<file path="src/rtl/branch_resolve_ctrl_if.sv">
// Fetch / predictor / execute handshake bundle for the branch resolve controller.
// The slave modport is the controller's view; master is the surrounding pipeline.
interface branch_resolve_ctrl_if #(
  parameter int unsigned DEPTH = 4,
  parameter int unsigned PC_W  = 16
);
  localparam int unsigned OCC_W = $clog2(DEPTH) + 1;

  // Fetch side
  logic              fetchValid;
  logic [PC_W-1:0]   fetchPC;
  logic              fetchStall;
  logic              fetchTaken;
  // Predictor read
  logic              predict;
  logic [PC_W-1:0]   predictPC;
  logic              prediction;
  // Execute resolve
  logic              resolveValid;
  logic              resolveTaken;
  // Predictor training
  logic              update;
  logic [PC_W-1:0]   updatePC;
  logic              reality;
  logic              mispredict;
  // Status
  logic [OCC_W-1:0]  occupancy;
  logic              resolveError;

  modport slave (
    input  fetchValid, fetchPC, prediction, resolveValid, resolveTaken,
    output fetchStall, fetchTaken, predict, predictPC, update, updatePC, reality,
           mispredict, occupancy, resolveError
  );

  modport master (
    output fetchValid, fetchPC, prediction, resolveValid, resolveTaken,
    input  fetchStall, fetchTaken, predict, predictPC, update, updatePC, reality,
           mispredict, occupancy, resolveError
  );
endinterface

</file>
<file path="src/rtl/branch_resolve_ctrl.sv">
// Branch resolve controller: tracks in-flight predicted branches in an in-order
// FIFO, trains the predictor when execute resolves the oldest one, and flushes
// all younger branches on a misprediction.
module branch_resolve_ctrl #(
  parameter int unsigned DEPTH = 4,
  parameter int unsigned PC_W  = 16
) (
  input  logic                 clk,
  input  logic                 reset,
  branch_resolve_ctrl_if.slave bus
);
  localparam int unsigned PTR_W = $clog2(DEPTH);
  localparam int unsigned OCC_W = PTR_W + 1;

  // Tracker storage; entry validity is implied by head/occupancy, so the data
  // arrays need no reset.
  logic [PC_W-1:0]  pc_q   [DEPTH];
  logic [PC_W-1:0]  pc_d   [DEPTH];
  logic             pred_q [DEPTH];
  logic             pred_d [DEPTH];

  logic [PTR_W-1:0] head_q, head_d;
  logic [PTR_W-1:0] tail_q, tail_d;
  logic [OCC_W-1:0] occ_q, occ_d;

  logic             update_q, update_d;
  logic [PC_W-1:0]  update_pc_q, update_pc_d;
  logic             reality_q, reality_d;
  logic             mispredict_q, mispredict_d;
  logic             resolve_error_q, resolve_error_d;

  logic             full;
  logic             empty;
  logic             push;
  logic             pop;
  logic             mismatch;

  // Fetch-side handshake and push/pop qualification
  always_comb begin
    full     = (occ_q == OCC_W'(DEPTH));
    empty    = (occ_q == '0);
    push     = bus.fetchValid & ~full & ~reset;
    pop      = bus.resolveValid & ~empty & ~reset;
    mismatch = pop & (bus.resolveTaken != pred_q[head_q]);
  end

  assign bus.fetchStall   = full;
  assign bus.predict      = push;
  assign bus.predictPC    = bus.fetchPC;
  assign bus.fetchTaken   = push & bus.prediction;
  assign bus.update       = update_q;
  assign bus.updatePC     = update_pc_q;
  assign bus.reality      = reality_q;
  assign bus.mispredict   = mispredict_q;
  assign bus.occupancy    = occ_q;
  assign bus.resolveError = resolve_error_q;

  // Next-state for tracker pointers, storage and training outputs
  always_comb begin
    pc_d            = pc_q;
    pred_d          = pred_q;
    head_d          = head_q;
    tail_d          = tail_q;
    occ_d           = occ_q;
    update_d        = pop;
    mispredict_d    = mismatch;
    update_pc_d     = update_pc_q;
    reality_d       = reality_q;
    resolve_error_d = resolve_error_q | (bus.resolveValid & empty);

    if (pop) begin
      update_pc_d = pc_q[head_q];
      reality_d   = bus.resolveTaken;
    end

    if (mismatch) begin
      // Everything younger than the head was fetched down the wrong path,
      // including a push offered on this same edge.
      head_d = '0;
      tail_d = '0;
      occ_d  = '0;
    end else begin
      if (push) begin
        pc_d[tail_q]   = bus.fetchPC;
        pred_d[tail_q] = bus.prediction;
        tail_d         = tail_q + PTR_W'(1);
      end
      if (pop) begin
        head_d = head_q + PTR_W'(1);
      end
      occ_d = occ_q + OCC_W'(push) - OCC_W'(pop);
    end
  end

  // State registers with synchronous reset; reset drops in-flight branches
  always_ff @(posedge clk) begin
    if (reset) begin
      head_q          <= '0;
      tail_q          <= '0;
      occ_q           <= '0;
      update_q        <= 1'b0;
      update_pc_q     <= '0;
      reality_q       <= 1'b0;
      mispredict_q    <= 1'b0;
      resolve_error_q <= 1'b0;
    end else begin
      head_q          <= head_d;
      tail_q          <= tail_d;
      occ_q           <= occ_d;
      update_q        <= update_d;
      update_pc_q     <= update_pc_d;
      reality_q       <= reality_d;
      mispredict_q    <= mispredict_d;
      resolve_error_q <= resolve_error_d;
    end
  end

  // Tracker data storage
  always_ff @(posedge clk) begin
    for (int i = 0; i < DEPTH; i++) begin
      pc_q[i]   <= pc_d[i];
      pred_q[i] <= pred_d[i];
    end
  end

  // Occupancy must stay within the tracker bounds
  a_occ_bound: assert property (@(posedge clk) disable iff (reset) occ_q <= OCC_W'(DEPTH));

endmodule

</file>
<file path="src/flat_wrapper.sv">
// flat-port wrapper written by rule: the top's interface ports become plain ports
module branch_resolve_ctrl_flat 
#(
  parameter int unsigned DEPTH = 4,
  parameter int unsigned PC_W  = 16
)
  (clk, reset, bus_fetchValid, bus_fetchPC, bus_prediction, bus_resolveValid, bus_resolveTaken, bus_fetchStall, bus_fetchTaken, bus_predict, bus_predictPC, bus_update, bus_updatePC, bus_reality, bus_mispredict, bus_occupancy, bus_resolveError);
  branch_resolve_ctrl_if #(.DEPTH(DEPTH), .PC_W(PC_W)) bus_i ();
  input  logic clk;
  input  logic reset;
  input wire logic [$bits(bus_i.fetchValid)-1:0] bus_fetchValid;
  input wire logic [$bits(bus_i.fetchPC)-1:0] bus_fetchPC;
  input wire logic [$bits(bus_i.prediction)-1:0] bus_prediction;
  input wire logic [$bits(bus_i.resolveValid)-1:0] bus_resolveValid;
  input wire logic [$bits(bus_i.resolveTaken)-1:0] bus_resolveTaken;
  output wire logic [$bits(bus_i.fetchStall)-1:0] bus_fetchStall;
  output wire logic [$bits(bus_i.fetchTaken)-1:0] bus_fetchTaken;
  output wire logic [$bits(bus_i.predict)-1:0] bus_predict;
  output wire logic [$bits(bus_i.predictPC)-1:0] bus_predictPC;
  output wire logic [$bits(bus_i.update)-1:0] bus_update;
  output wire logic [$bits(bus_i.updatePC)-1:0] bus_updatePC;
  output wire logic [$bits(bus_i.reality)-1:0] bus_reality;
  output wire logic [$bits(bus_i.mispredict)-1:0] bus_mispredict;
  output wire logic [$bits(bus_i.occupancy)-1:0] bus_occupancy;
  output wire logic [$bits(bus_i.resolveError)-1:0] bus_resolveError;
  assign bus_i.fetchValid = bus_fetchValid;
  assign bus_i.fetchPC = bus_fetchPC;
  assign bus_i.prediction = bus_prediction;
  assign bus_i.resolveValid = bus_resolveValid;
  assign bus_i.resolveTaken = bus_resolveTaken;
  assign bus_fetchStall = bus_i.fetchStall;
  assign bus_fetchTaken = bus_i.fetchTaken;
  assign bus_predict = bus_i.predict;
  assign bus_predictPC = bus_i.predictPC;
  assign bus_update = bus_i.update;
  assign bus_updatePC = bus_i.updatePC;
  assign bus_reality = bus_i.reality;
  assign bus_mispredict = bus_i.mispredict;
  assign bus_occupancy = bus_i.occupancy;
  assign bus_resolveError = bus_i.resolveError;
  branch_resolve_ctrl #(.DEPTH(DEPTH), .PC_W(PC_W)) u_core (.clk(clk), .reset(reset), .bus(bus_i));
endmodule
</file>
<file path="config.mk">
export PLATFORM = sky130hd
export DESIGN_NAME = branch_resolve_ctrl_flat
export DESIGN_NICKNAME = d
export VERILOG_FILES = /design/src/rtl/branch_resolve_ctrl_if.sv /design/src/rtl/branch_resolve_ctrl.sv /design/src/flat_wrapper.sv
export SDC_FILE = /design/constraint.sdc
export NUM_CORES = 1
export LEC_CHECK = 0
export CELL_PAD_IN_SITES_DETAIL_PLACEMENT = 0
export CELL_PAD_IN_SITES_GLOBAL_PLACEMENT = 2
export CORE_MARGIN = 2
export CORE_UTILIZATION = 40
export DETAILED_ROUTE_END_ITERATION = 10
export GPL_TIMING_DRIVEN = 0
export PLACE_DENSITY = 0.85
export SLEW_MARGIN = 10
export SYNTH_ARGS = -nofsm -noshare
export SYNTH_HDL_FRONTEND = slang
export SYNTH_SLANG_ARGS = --single-unit
</file>
<file path="constraint.sdc">
create_clock -name clk -period 5.9 [get_ports clk]
set_input_delay 1.475 -clock clk [delete_from_list [all_inputs] [get_ports clk]]
set_output_delay 1.475 -clock clk [all_outputs]
set_load 0.05 [all_outputs]
</file>
After elaboration in Yosys (flattened, before gate mapping) --
Cells that the tools add are included. Widths: inputs -> output; s select.
Word-level totals: register bits 95, input bits 22, output and inout port bits 42, word-level logic and storage cells 55
Cells by class: $add $sub $neg 4, order comparisons 3, eq/ne operators 2, mux-type cells 12, bitwise gates (word level) 14, reduce and logical (&&, ||, !) cells 4
Operators with widths (number):
- $bwmux 64 | 1
- $mux 16 | 3
- $bmux 16 s2 | 1
- $demux 16 s2 | 1
- $and 1x1->1 | 7
- $ge 3x3->1 const B | 2
- $not 2->3 | 2
- $add 2x1->2 const B | 2
- $bwmux 4 | 1
- $not 1->1 | 4
- $add 3x1->3 | 1
- $eq 3x3->1 const B | 1
- $logic_not 3->1 | 1
- $lt 3x1->1 const B | 1
- $mux 1 | 3
- $sub 3x1->3 | 1
- $bmux 1 s2 | 1
- $demux 1 s2 | 1
- $reduce_and 2->1 | 1
- $reduce_or 2->1 | 1
- $logic_and 1x1->1 | 1
- $ne 1x1->1 | 1
- $or 1x1->1 | 1

Logic depth before layout (Yosys ltp) --
Gate-level depths: netlist (run 1).
depth in word-level cells 8, depth in mapped cells 9

Worst setup path before layout (run 1) --
No wires, ideal clock.
path type input to output, start point input bus_fetchValid, end point output bus_fetchTaken, arrival time 2.289 ns, data required time 4.425 ns, slack 2.136 ns, stages on the path 3, cells stage by stage nor2b_1 > clkbuf_1 > and3_1
Between the ends: cells in the longest elaborated chain, start to end 3
Ends and longest elaborated chain:
- start: declaration | RTL line flat_wrapper.sv:11 | input wire logic [$bits(bus_i.fetchValid)-1:0] bus_fetchValid;
- $and 1x1->1 (2 in a row) | RTL line branch_resolve_ctrl.sv:42 | push = bus.fetchValid & ~full & ~reset;
- $and 1x1->1 | RTL line branch_resolve_ctrl.sv:50 | assign bus.fetchTaken = push & bus.prediction;
- end: declaration | RTL line flat_wrapper.sv:17 | output wire logic [$bits(bus_i.fetchTaken)-1:0] bus_fetchTaken;
No other way between the ends.

Worst setup path after layout (run 1) --
start point input bus_fetchValid, end point output bus_predict
Between the ends: cells in the longest elaborated chain, start to end 2
Ends and longest elaborated chain:
- $and 1x1->1 (2 in a row) | RTL line branch_resolve_ctrl.sv:42
- end: declaration | RTL line flat_wrapper.sv:18 | output wire logic [$bits(bus_i.predict)-1:0] bus_predict;
No other way between the ends.

==> results of run 1 <==
## layout by cell type, fill, tap and decap left out, types with 2 or more instances in the layout
master | Yosys | final
a211oi_1 | 2 | 2
a21oi_1 | 24 | 20
a21oi_2 | 0 | 4
a221oi_1 | 2 | 2
buf_1 | 2 | 2
buf_2 | 2 | 2
buf_4 | 17 | 17
buf_6 | 2 | 4
buf_8 | 0 | 2
clkbuf_1 | 8 | 9
clkbuf_8 | 0 | 9
clkdlybuf4s50_1 | 0 | 63
clkinvlp_4 | 0 | 4
dfxtp_1 | 27 | 27
edfxtp_1 | 68 | 68
ha_1 | 6 | 6
inv_1 | 8 | 8
mux4_1 | 8 | 8
mux4_2 | 9 | 9
nand2_1 | 35 | 35
nand2b_1 | 3 | 3
nand3_1 | 6 | 6
nor2_1 | 3 | 3
o21ai_0 | 3 | 3
xnor2_1 | 3 | 3
## through the flow
| stage | cells | hold WS [ps] |
|---|---|---|
| after floorplan | 249 | 504 |
| after global placement | 423 | 443 |
| after detailed placement | 427 | 450 |
| after CTS | 443 | 463 |
| after global routing | 443 | 484 |
| final | 443 | 458 |
## routing by layer
layer / routed length (um) / part of all wire
met2: 3630 / 0.50
met3: 198 / 0.027
met1: 3360 / 0.46
met5: 0 / 0
met4: 106 / 0.015
## worst max-delay path: stages
cell             delay [ps]
clkdlybuf4s50_1         470
nor2b_1                 130
clkbuf_1                280
nand2_1                 150
inv_1                    80
clkdlybuf4s50_1         800
## flip-flops by register name, indices dropped and copies added, names as in the netlist
| name | flops |
|---|---|
| u_core.bus.mispredict | 1 |
| u_core.bus.occupancy | 3 |
| u_core.bus.reality | 1 |
| u_core.bus.resolveError | 1 |
| u_core.bus.update | 1 |
| u_core.bus.updatePC | 16 |
| u_core.head_q | 2 |
| u_core.pc_q | 64 |
| u_core.pred_q | 4 |
| u_core.tail_q | 2 |
## kinds of logic (layout without fill, tap and decap cells)
group	after synthesis	count (layout)	synth area share
AOI/OAI and AO/OA	34	34	0.0526
xor gates and xnor gates	4	4	0.00926
adders and majority gates	7	7	0.0251
buffers and inverters	39	122	0.0602
DFF	95	95	0.683
muxes	17	17	0.109
and+or+nand+nor	53	53	0.0609
## area by class of cell
cell class / instances / share of cell area
buffer: 31 / 0.0410
clock buffer: 10 / 0.0265
clock inverter: 6 / 0.0143
inverter: 8 / 0.00624
multi-input combinational: 115 / 0.205
sequential: 95 / 0.536
tap: 111 / 0.0288
timing repair buffer: 67 / 0.142
## power groups by stage
stage / sequential, mW / clock (mW) / combinational [mW]
after detailed placement: 0.830 / 0 / 0.602
after floorplan: 0.954 / 0 / 0.289
after CTS: 0.815 / 0.432 / 0.605
after global placement: 0.829 / 0 / 0.594
after global routing: 0.822 / 0.458 / 0.646
final: 0.814 / 0.420 / 0.598
## worst paths after layout
path | startpoint | end | slack, ps | cells after the start
hold / removal | u_core.bus.reality | u_core.bus.reality | 460 | 2
setup / recovery | bus_fetchValid | bus_predict | 1040 | 6
setup reg to reg | u_core.bus.occupancy[2] | u_core.bus.occupancy[2] | 2970 | 9
hold reg to reg | u_core.bus.reality | u_core.bus.reality | 460 | 2
==> run metrics, run 1 <==
global route overflow=0; Die X=101 um; commonest cells in the netlist=edfxtp_1, nand2_1, dfxtp_1; overall power=1.83 mW; CP required=4430 ps; Max Cap Violations=0; GRT met1 Usage=0.208; share of cells above drive strength 1=0.166; FF/Latch Area=2580 um2; clock-pin slew on the worst setup and hold paths=90 ps; P_leak=1.62 nW; die height=101 um; placed cell areas=4620 um2; first-pass GRT wire length=11800 um; Clock Latency Late Sink=350 ps; number of I/O port buffers=63; area leader, netlist=edfxtp_1; Core Area=9200 um2; clk_skew=10.4 ps; GR Util met3=0.0228; startpoint types=input pin; asr flop ratio synth=0; power share of the clock group=0.229; die area=10200 um2; DR vias/cell=4.95; Synth cell types=31; GR Layer Usage met2=0.250; Total GRT Usage=0.154; peak supply drop=158 uV; Logic pwr share=0.326; DRC Markers=0; Clock Tree Buf Depth=2; pre-CTS setup slack=1040 ps; slew margin rel.=0.515; Reg power frac=0.444; P&R area growth vs syn=27.3%; area of the multi-input gates=987 um2; GP Congestion=0.704; clock sink count=95; setup fix buffers added after clock tree synthesis=0; Final Hold Viols=0; Num CTS Buffers=9; Final WS setup=1040 ps; unrepaired setup endpoints after global routing=no; Post-Syn Nets=278; GRT Max-Usage Layer=met2; largest net degree at the start of global routing=17; Nets=356; PostCTS Resize Cnt=0; Net Switching=621 uW; wire length per cell=16.5 um; measured slew at the worst slew-check pin=728 ps; initial drt markers=89; max-slew violation total from the final report=0; Max Fclk=206 MHz; fin crit share=0.823; via count=2195; Starting Density=0.411; post-synth top area share=0.540; DRT Wirelength=7290 um; Sw Ratio=0.339; H-tree level count=3; CP endpoint kind=output port; # fillers=785; Antenna Cells=0; Yosys reg bits=95; CTS tree=done; Root Buffer=clkbuf_8; Data arrival, critical path=3380 ps; Ports=64; Mean Syn Cell Area=15.2 um2; Pre-Repair DR Iteration Count=4; crit path kind=input pin to output port; final setup fails=0; ys flop type=edfxtp_1; top-count cell post-synth=edfxtp_1; number of global-route vias before repair=2218; fin crit period=4860 ps; design area=4820 um2; HPWL after DPL=4860 um; Syn Inst Count=249; TNS Setup=0 ps; YS warnings=0; PD cells=380 nW/um2; count of flip-flops with a built-in enable after synthesis=68; crit-path max FO=8; total internal power=1.21 mW; worst min-delay path class=flop to flop; Synth area leaders=edfxtp_1, dfxtp_1, mux4_1; run status=complete, no violations; Antenna Nets Post-Route=0; site row count=35; fin util=0.524; CTS Hold Bufs=0; synthesized cell area=3780 um2; post-synthesis sequential area ratio=0.683; initial antenna violation count=0
No activity file was read; power rests on OpenSTA's default activity.
==> inputs of run 2 (changes only) <==
CORE_UTILIZATION = 37   (was 40)
PLACE_DENSITY = 0.8   (was 0.85)
clock period = 4.64 ns   (was 5.9 ns; I/O delays follow)
==> run 2 against run 1 <==
  * Worst setup slack worse by 630 ps
  * Register-to-register slack got worse by 1200 ps
  * Non-clock buffer count unchanged
  * Routed wire length grew 1.0%
  * Global-route usage down 0.93 points
  * Final cell count up 5.0%
  * Clock power grew 67%
  * Utilization fell by 2.5 points
==> run metrics, run 2 (synthesis results as in run 1) <==
run status=complete, no violations (unchanged); Logic pwr share=0.305 (was 0.326); slew margin rel.=0.531 (was 0.515); Antenna Nets Post-Route=0 (unchanged); Final Hold Viols=0 (unchanged); Core Area=9860 um2 (was 9200 um2); Reg power frac=0.414 (was 0.444); Sw Ratio=0.318 (was 0.339); Total GRT Usage=0.145 (was 0.154); wire length per cell=15.8 um (was 16.5 um); Ports=64 (unchanged); share of cells above drive strength 1=0.169 (was 0.166); initial antenna violation count=0 (unchanged); total internal power=1.70 mW (was 1.21 mW); HPWL after DPL=4950 um (was 4860 um); global route overflow=0 (unchanged); DRT Wirelength=7370 um (was 7290 um); Antenna Cells=0 (unchanged); fin crit share=0.912; most common cell after layout, fill and taps aside=edfxtp_1 (unchanged); Die X=105 um (was 101 um); P&R area growth vs syn=30.1% (was 27.3%); Clock Tree Buf Depth=2 (unchanged); peak supply drop=191 uV (was 158 uV); initial drt markers=108 (was 89); die height=105 um (was 101 um); power share of the clock group=0.281 (was 0.229); TNS Setup=0 ps (unchanged); Pre-Repair DR Iteration Count=4 (unchanged); overall power=2.50 mW (was 1.83 mW); Placed Instances=449 (was 427); PostCTS Resize Cnt=0 (unchanged); top register by number of flip-flops=u_core.pc_q (unchanged); clock-pin slew on the worst setup and hold paths=90 ps (about the same); hold path cells=2 (unchanged); Largest register FFs=64 (unchanged); number of global-route vias before repair=2260 (was 2218); Root Buffer=clkbuf_8 (unchanged); DRC Markers=0 (unchanged); setup fix buffers added after clock tree synthesis=0 (unchanged); post-route insts no fill=465 (was 443); reg2reg path depth=9 (unchanged); GP Congestion=0.677 (was 0.704); die area=11000 um2 (was 10200 um2); fin crit period=4230 ps; max-slew violation total from the final report=0 (unchanged); CTS tree=done (unchanged); most frequent cells in the layout=edfxtp_1, clkdlybuf4s50_1, nand2_1 (unchanged); Starting Density=0.383 (was 0.411); Final WS setup=410 ps (was 1040 ps); DR vias/cell=4.69 (was 4.95); Data arrival, critical path=3070 ps (was 3380 ps); site row count=36 (was 35); CTS Hold Bufs=0 (unchanged); CP required=3480 ps (was 4430 ps); Net Switching=794 uW (was 621 uW); Num CTS Buffers=9 (unchanged); clock sink count=95 (unchanged); H-tree level count=3 (unchanged); final setup fails=0 (unchanged); measured slew at the worst slew-check pin=704 ps (was 728 ps); P_leak=1.66 nW (was 1.62 nW); Clock Latency Late Sink=350 ps (about the same); crit path kind=input pin to output port (unchanged); pre-CTS setup slack=402 ps (was 1040 ps); unrepaired setup endpoints after global routing=no (unchanged); largest net degree at the start of global routing=17 (unchanged); first-pass GRT wire length=12100 um (was 11800 um); worst min-delay path class=flop to flop (unchanged); Nets=356 (unchanged); PD cells=507 nW/um2 (was 380 nW/um2); clk_skew=6.07 ps (was 10.4 ps); Max Fclk=236 MHz; via count=2180 (was 2195); startpoint types=input pin (unchanged); Max Cap Violations=0 (unchanged); crit-path max FO=8 (unchanged); number of I/O port buffers=63 (unchanged); CP endpoint kind=output port (unchanged)
[run 2: cell count changes in the layout (fill, tap and decap cells not counted), sizes merged]
cell      previous run  this run
bufinv               1         4
clkbuf              18        17
clkinvlp             4         2
[run 2: cell type report]
cell class	instances	area, um2
flip-flops and latches	95	2580
well taps	133	166
fillers	853	4940
plain buffers	31	198
repair buffers	67	691
clock inverters	7	144
clock buffers	9	124
multi-input cells	115	987
inverters	8	30.0
[run 2: per-layer routing]
metal  global-route usage  part of all wire
met3               0.0374             0.038
met5                    0                 0
met4               0.0429             0.012
met1                0.189              0.46
met2                0.239              0.49
[run 2: final timing paths]
path,startpoint,slack [ps],to
worst min register to register,u_core.bus.reality,460,u_core.bus.reality
worst min-delay path,u_core.bus.reality,460,u_core.bus.reality
worst max-delay path,bus_fetchValid,410,bus_predict
worst max register to register,u_core.bus.occupancy[1],1730,u_core.bus.occupancy[2]
[run 2: through the flow]
stage           util  cell area (um2)  hold slack [ps]
6_report       0.499             4920              458
5_1_grt        0.499             4920              475
4_1_cts        0.499             4920              459
3_5_place_dp   0.472             4650              446
3_3_place_gp   0.464             4580              444
2_1_floorplan      -             3780              504
[run 2: critical path, stage by stage]
cell and delay [ps]:
clkdlybuf4s50_1 470, nor2b_1 120, clkbuf_1 280, nand2_1 160, inv_1 70, clkdlybuf4s50_1 800
[run 2: power groups by stage]
stage               Combinational [mW]  Sequential (mW)  Clock, mW
global placement                 0.757             1.06          0
CTS                              0.779             1.04      0.717
finish                           0.761             1.03      0.702
global route                     0.828             1.05      0.750
floorplan                        0.368             1.21          0
detailed placement               0.776             1.06          0
==> inputs of run 3 (changes only) <==
--- a/config.mk
+++ b/config.mk
@@ -10,4 +10,5 @@
 export CORE_MARGIN = 2
 export CORE_UTILIZATION = 37
+export CTS_CLUSTER_DIAMETER = 50
 export DETAILED_ROUTE_END_ITERATION = 10
 export GPL_TIMING_DRIVEN = 0
==> constraint.sdc (replaced) <==
create_clock -name clk -period 4.64 [get_ports clk]
set_input_delay 1.16 -clock clk [delete_from_list [all_inputs] [get_ports clk]]
set_output_delay 1.16 -clock clk [all_outputs]
set_load 0.02 [all_outputs]
==> results of run 3 <==
The final DEF is identical to that of run 2. Status: complete, no violations.
Main changes from that run: setup slack after placement 402 ps -> 601 ps; setup slack after layout 410 ps -> 609 ps; total power 2.50 mW -> 2.36 mW; worst IR drop on VDD 191 uV -> 190 uV
